<file path="src/rtl/analyzer_settings_ctrl.sv">
// Front-panel settings controller for a logic analyzer: debounced buttons with
// auto-repeat drive timebase preset, channel selection and per-channel trigger kinds.
module analyzer_settings_ctrl #(
    parameter int CHANNELS        = 16,
    parameter int N_PRESETS       = 32,
    parameter int DEBOUNCE_CYCLES = 50000,
    parameter int REPEAT_DELAY    = 25000000,
    parameter int REPEAT_PERIOD   = 5000000,
    parameter int LONG_PRESS      = 100000000
) (
    input  logic                          clk,
    input  logic                          rst,
    input  logic                          faster,
    input  logic                          slower,
    input  logic                          chan_next,
    input  logic                          chan_prev,
    input  logic                          trig_toggle,
    output logic [$clog2(N_PRESETS)-1:0]  PRESET_INDEX,
    output logic [$clog2(CHANNELS)-1:0]   CURRENT_CHANNEL,
    output logic [2*CHANNELS-1:0]         TRIGGER_KIND,
    output logic                          SETTINGS_CHANGED
);
    localparam int PW   = $clog2(N_PRESETS);
    localparam int CW   = $clog2(CHANNELS);
    localparam int NB   = 5;
    localparam int NR   = 4;
    localparam int DW   = $clog2(DEBOUNCE_CYCLES + 1);
    localparam int RMAX = (REPEAT_DELAY > REPEAT_PERIOD) ? REPEAT_DELAY : REPEAT_PERIOD;
    localparam int RW   = $clog2(RMAX + 1);
    localparam int HW   = $clog2(LONG_PRESS + 1);

    localparam logic [DW-1:0] DB_LAST    = DW'(DEBOUNCE_CYCLES - 1);
    localparam logic [RW-1:0] RPT_FIRST  = RW'(REPEAT_DELAY);
    localparam logic [RW-1:0] RPT_NEXT   = RW'(REPEAT_PERIOD);
    localparam logic [HW-1:0] HOLD_LIMIT = HW'(LONG_PRESS);
    localparam logic [PW-1:0] PRESET_MAX = PW'(N_PRESETS - 1);
    localparam logic [CW-1:0] CHAN_MAX   = CW'(CHANNELS - 1);

    typedef enum logic [1:0] {IDLE, HELD, CLEARED} trig_state_t;

    // bit order: 0 faster, 1 slower, 2 chan_next, 3 chan_prev, 4 trig_toggle
    logic [NB-1:0] btn_raw;
    logic [NB-1:0] sync_p0, sync_p1;
    logic [NB-1:0] acc_p2, acc_p3;
    logic [DW-1:0] db_cnt [NB];
    logic [NB-1:0] press;
    logic [RW-1:0] rpt_cnt [NR];
    logic [NR-1:0] rpt_started;
    logic [NR-1:0] rpt_evt;
    logic [NR-1:0] ev;

    trig_state_t   state, state_nxt;
    logic [HW-1:0] hold_cnt;
    logic          hold_clr, hold_inc, toggle_evt, clear_evt;

    logic [PW-1:0]         preset_nxt;
    logic [CW-1:0]         chan_nxt;
    logic [2*CHANNELS-1:0] kind_nxt;

    assign btn_raw = {trig_toggle, chan_prev, chan_next, slower, faster};

    // Synchroniser and debouncer: idle level is 1 (released)
    always_ff @(posedge clk or posedge rst) begin
        if (rst) begin
            sync_p0 <= '1;
            sync_p1 <= '1;
            acc_p2  <= '1;
            acc_p3  <= '1;
            for (int b = 0; b < NB; b++) db_cnt[b] <= '0;
        end else begin
            sync_p0 <= btn_raw;
            sync_p1 <= sync_p0;
            acc_p3  <= acc_p2;
            for (int b = 0; b < NB; b++) begin
                if (sync_p1[b] == acc_p2[b]) begin
                    db_cnt[b] <= '0;
                end else if (db_cnt[b] == DB_LAST) begin
                    acc_p2[b] <= sync_p1[b];
                    db_cnt[b] <= '0;
                end else begin
                    db_cnt[b] <= db_cnt[b] + 1'b1;
                end
            end
        end
    end

    assign press = acc_p3 & ~acc_p2;

    // Auto-repeat: counter is 0 on the press cycle, so the first repeat lands REPEAT_DELAY later
    always_comb begin
        for (int b = 0; b < NR; b++) begin
            rpt_evt[b] = ~acc_p2[b] & (rpt_started[b] ? (rpt_cnt[b] == RPT_NEXT)
                                                      : (rpt_cnt[b] == RPT_FIRST));
        end
    end

    always_ff @(posedge clk or posedge rst) begin
        if (rst) begin
            rpt_started <= '0;
            for (int b = 0; b < NR; b++) rpt_cnt[b] <= '0;
        end else begin
            for (int b = 0; b < NR; b++) begin
                if (acc_p2[b]) begin
                    rpt_cnt[b]     <= '0;
                    rpt_started[b] <= 1'b0;
                end else if (rpt_evt[b]) begin
                    rpt_cnt[b]     <= RW'(1);
                    rpt_started[b] <= 1'b1;
                end else begin
                    rpt_cnt[b] <= rpt_cnt[b] + 1'b1;
                end
            end
        end
    end

    assign ev = press[NR-1:0] | rpt_evt;

    // Trigger toggle: short press toggles on release, long hold clears every channel
    always_ff @(posedge clk or posedge rst) begin
        if (rst) begin
            state    <= IDLE;
            hold_cnt <= '0;
        end else begin
            state <= state_nxt;
            if (hold_clr)      hold_cnt <= '0;
            else if (hold_inc) hold_cnt <= hold_cnt + 1'b1;
        end
    end

    always_comb begin
        state_nxt  = state;
        hold_clr   = 1'b0;
        hold_inc   = 1'b0;
        toggle_evt = 1'b0;
        clear_evt  = 1'b0;
        case (state)
            IDLE: begin
                if (press[4]) begin
                    state_nxt = HELD;
                    hold_clr  = 1'b1;
                end
            end
            HELD: begin
                if (acc_p2[4]) begin
                    state_nxt  = IDLE;
                    toggle_evt = 1'b1;
                end else if (hold_cnt == HOLD_LIMIT) begin
                    state_nxt = CLEARED;
                    clear_evt = 1'b1;
                end else begin
                    hold_inc = 1'b1;
                end
            end
            CLEARED: begin
                if (acc_p2[4]) state_nxt = IDLE;
            end
            default: state_nxt = IDLE;
        endcase
    end

    // Settings update; toggle uses the channel selected before any change this cycle
    always_comb begin
        preset_nxt = PRESET_INDEX;
        if (ev[0]) begin
            if (PRESET_INDEX != PRESET_MAX) preset_nxt = PRESET_INDEX + 1'b1;
        end else if (ev[1]) begin
            if (PRESET_INDEX != '0) preset_nxt = PRESET_INDEX - 1'b1;
        end

        chan_nxt = CURRENT_CHANNEL;
        if (ev[2])      chan_nxt = (CURRENT_CHANNEL == CHAN_MAX) ? '0 : CURRENT_CHANNEL + 1'b1;
        else if (ev[3]) chan_nxt = (CURRENT_CHANNEL == '0) ? CHAN_MAX : CURRENT_CHANNEL - 1'b1;

        kind_nxt = TRIGGER_KIND;
        if (clear_evt) begin
            kind_nxt = '0;
        end else if (toggle_evt) begin
            for (int c = 0; c < CHANNELS; c++) begin
                if (CW'(c) == CURRENT_CHANNEL) kind_nxt[2*c +: 2] = TRIGGER_KIND[2*c +: 2] + 2'd1;
            end
        end
    end

    always_ff @(posedge clk or posedge rst) begin
        if (rst) begin
            PRESET_INDEX     <= '0;
            CURRENT_CHANNEL  <= '0;
            TRIGGER_KIND     <= '0;
            SETTINGS_CHANGED <= 1'b0;
        end else begin
            PRESET_INDEX     <= preset_nxt;
            CURRENT_CHANNEL  <= chan_nxt;
            TRIGGER_KIND     <= kind_nxt;
            SETTINGS_CHANGED <= (preset_nxt != PRESET_INDEX) || (chan_nxt != CURRENT_CHANNEL) ||
                                (kind_nxt != TRIGGER_KIND);
        end
    end
endmodule
</file>
<file path="config.mk">
export PLATFORM = sky130hd
export DESIGN_NAME = analyzer_settings_ctrl
export DESIGN_NICKNAME = d
export VERILOG_FILES = /design/src/rtl/analyzer_settings_ctrl.sv
export SDC_FILE = /design/constraint.sdc
export NUM_CORES = 1
export LEC_CHECK = 0
export ABC_AREA = 0
export ABC_CLOCK_PERIOD_IN_PS = 23300
export BUFFER_PORTS_ARGS = -buffer_cell sky130_fd_sc_hd__buf_4
export CAP_MARGIN = 20
export CELL_PAD_IN_SITES_DETAIL_PLACEMENT = 0
export CELL_PAD_IN_SITES_GLOBAL_PLACEMENT = 1
export CORE_MARGIN = 1.5
export CORE_UTILIZATION = 30
export DETAILED_ROUTE_END_ITERATION = 6
export GPL_TIMING_DRIVEN = 1
export PLACE_DENSITY_LB_ADDON = 0.1
export SLEW_MARGIN = 20
export SYNTH_ARGS = -nofsm -noshare
export SYNTH_HDL_FRONTEND = slang
export SYNTH_SLANG_ARGS = --single-unit
</file>
<file path="constraint.sdc">
create_clock -name clk -period 23.3 [get_ports clk]
set_clock_uncertainty 0.15 [all_clocks]
set_input_delay 4.66 -clock clk [delete_from_list [all_inputs] [get_ports clk]]
set_output_delay 4.66 -clock clk [all_outputs]
set_load 0.02 [all_outputs]
</file>
==> metrics.txt <==
IO Port Bufs 48; pin slew with the least headroom to its limit 1.02 ns; Yosys reg bits 275; DRT iter0 DRCs 575; Crit Path Max Fanout 10; Setup crit end kind output pin; final hold vios 0; crit path to CURRENT_CHANNEL[2]; Vias/cell 4.69; max incr delay on CP 0.56 ns; Peak Freq 0.163 GHz; count leader, synth nor2_1; clk_lat worst skew 0.55 ns; Synth Cell Area 13,400 sq um; total design power 1040 uW; post-layout min period 6.13 ns; P_leak 0.00685 uW; R2R Path End SETTINGS_CHANGED; RSZ-0062 raised after global routing no; fin area 15,600 sq um; initial antenna violation count 0; post-synth top area cell dfrtp_1; via count 9,557; Sink Count 275; antenna viol nets, final 0; mean post-synth cell area 9.87 sq um; startpoint types flip-flop; Cell variety after synth 71; number of flops mapped to enable cells by yosys 0; I/O pins 49; post-CTS sizing 0; CP top delay family flip-flops; global route total overflow 0; core area 44,200 sq um; CTS Hold Bufs 0; Worst IR Drop VDD 0.0000340 V; Seq/Total Area, Yosys 51.4%; num rows 77; Die Span X 215 um; top_reg_cell synth dfrtp_1; fin cells 2,036; Slew headroom 31.7%; FF-to-FF Start state[1]; routability cong. 0.736; Worst-path clk slew 0.05 ns; crit path cell chain buf_4; # setup viols final 0; largest net degree at the start of global routing 147; outcome finished clean; first-pass GRT wire length 53,100 um; Gate Count Post-Synth 1,360; GRT Util Overall 14.3%; drt first pass iters 5; CTS Root Cell clkbuf_16; Remaining DRCs 0; vias in the first global route 9,617; CP Buf/Inv Count 1; CTS buffer count 36; CP Launch Point CURRENT_CHANNEL[2]; Critical Path RT 18.49 ns; Area Overhead vs Synth 15.9%; fin crit share 26.3%; Hold Crit Class flip-flop to flip-flop; htree depth 2; flop2flop setup slack 20.21 ns; asr flop ratio synth 100%; Syn Nets 1,389; initial core utilization 30.4%; critical path depth 1; Setup WS pre-CTS 16.79 ns; placed cells 1,970; WHS Path Cells 0; Wirelength per Cell 15.6 um; max_cap viols 0; Pins Over Slew Limit 0; CTS tree yes; clk buf depth 3; post-CTS setup buffer count 0; # diodes 0; top post-synthesis cells by area dfrtp_1, nor2_1, xor2_1, xnor2_1, dfstp_2; WP data arrival 1.32 ns; worst r2r path cells 6; top-area cell type share of the netlist area 47.5%; Pwr Density 66.7 nW/um^2; Sum Neg Setup Slack 0 ns; routed wire length 31,800 um; Die Y 215 um; Setup CP Type flip-flop to output pin; Die Footprint 46,000 sq um; synth cell count leaders nor2_1, dfrtp_1, xor2_1; fraction of layout instances using a drive strength above 1 10.5%; PnR worst setup slack 17.17 ns; Slowest-stage cell, CP dfrtp_1; synth warn 0; placed cell areas 14,400 sq um; HPWL after detailed placement 21,000 um; Nets 1,445
## layer usage
layer / GRT usage (%) / vias to the layer above / wire length, um
met3: 2.79 / 44 / 1250
met2: 22.0 / 109 / 14100
met4: 4.91 / 0 / 707
li1: - / 4721 / -
met5: 0 / - / 0
met1: 20.1 / 4683 / 15800
## final cells by class
class                   instances  area, sq um
clock buffers                  58         1060
clock inverters                 8         72.6
fillers                      4531        28700
inverters                      48          188
multi-input cells            1005         6200
flip-flops and latches        275         6910
well taps                     592          741
repair buffers                 50          388
## worst min-delay path by stage
stage / slack [ns] / end / start
final: 0.20 / sync_p1[2] / sync_p0[2]
after global routing: 0.21 / sync_p1[2] / sync_p0[2]
after detailed placement: 0.20 / sync_p1[2] / sync_p0[2]
after CTS: 0.21 / sync_p1[2] / sync_p0[2]
after floorplan: 0.20 / sync_p1[0] / sync_p0[0]
after global placement: 0.20 / sync_p1[2] / sync_p0[2]
## worst register-to-register path, stage by stage, from the launching register on
cell     delay, ns
dfrtp_1       0.42
nor3b_1       0.62
nand4_1       0.26
nor2_4        0.84
o21ai_0       0.29
and4b_1       0.36
nand2_1       0.10
## state kept, by name, indices dropped and copies added (netlist names)
register          cells
acc_p2                5
CURRENT_CHANNEL       4
sync_p0               5
rpt_cnt             100
TRIGGER_KIND         32
db_cnt               80
PRESET_INDEX          5
state                 2
sync_p1               5
rpt_started           4
acc_p3                5
SETTINGS_CHANGED      1
hold_cnt             27
## placed cells by master, fill, tap and decap left out, types with 5 or more instances in the layout
cell       instances
nand4_1           52
xor2_1           118
inv_1             47
nor3_1            32
nand2b_1           8
xnor2_1           98
nor4b_1           15
nand3_1           62
buf_4             49
and4_1            15
ha_1              22
or3_1             13
nand2_1           98
nor2_1           280
and2_1            11
clkbuf_16         37
clkinv_2           5
a21oi_1           26
clkbuf_1          15
dfrtp_1          255
or2_2              5
nor4_1            23
mux2_2             6
o21ai_0           17
clkbuf_8           6
and3_1            34
dfstp_2           20
## power by group
group          internal (uW)  switching [uW]
Clock                    324             213
Combinational           3.27            13.3
Sequential               482            1.89
## cells by family after synthesis
kind of cell             count (synthesis)  share of synthesized area (%)
AO/OA/AOI/OAI                           72                           3.63
adder cells (fa/ha/maj)                 22                           2.05
multiplexers                            11                          0.922
XOR/XNOR                               216                           14.1
flip-flops                             275                           51.4
buffers and inverters                   80                           2.50
AND/OR/NAND/NOR                        684                           25.4
## metrics by stage
stage                     hold WS (ns)  util (%)
after global routing             0.211      35.2
after detailed placement         0.198      32.6
after global placement           0.196      32.6
after floorplan                  0.195         -
after CTS                        0.206      35.2
final                            0.204      35.2
Power figures use the tool's default switching activity.
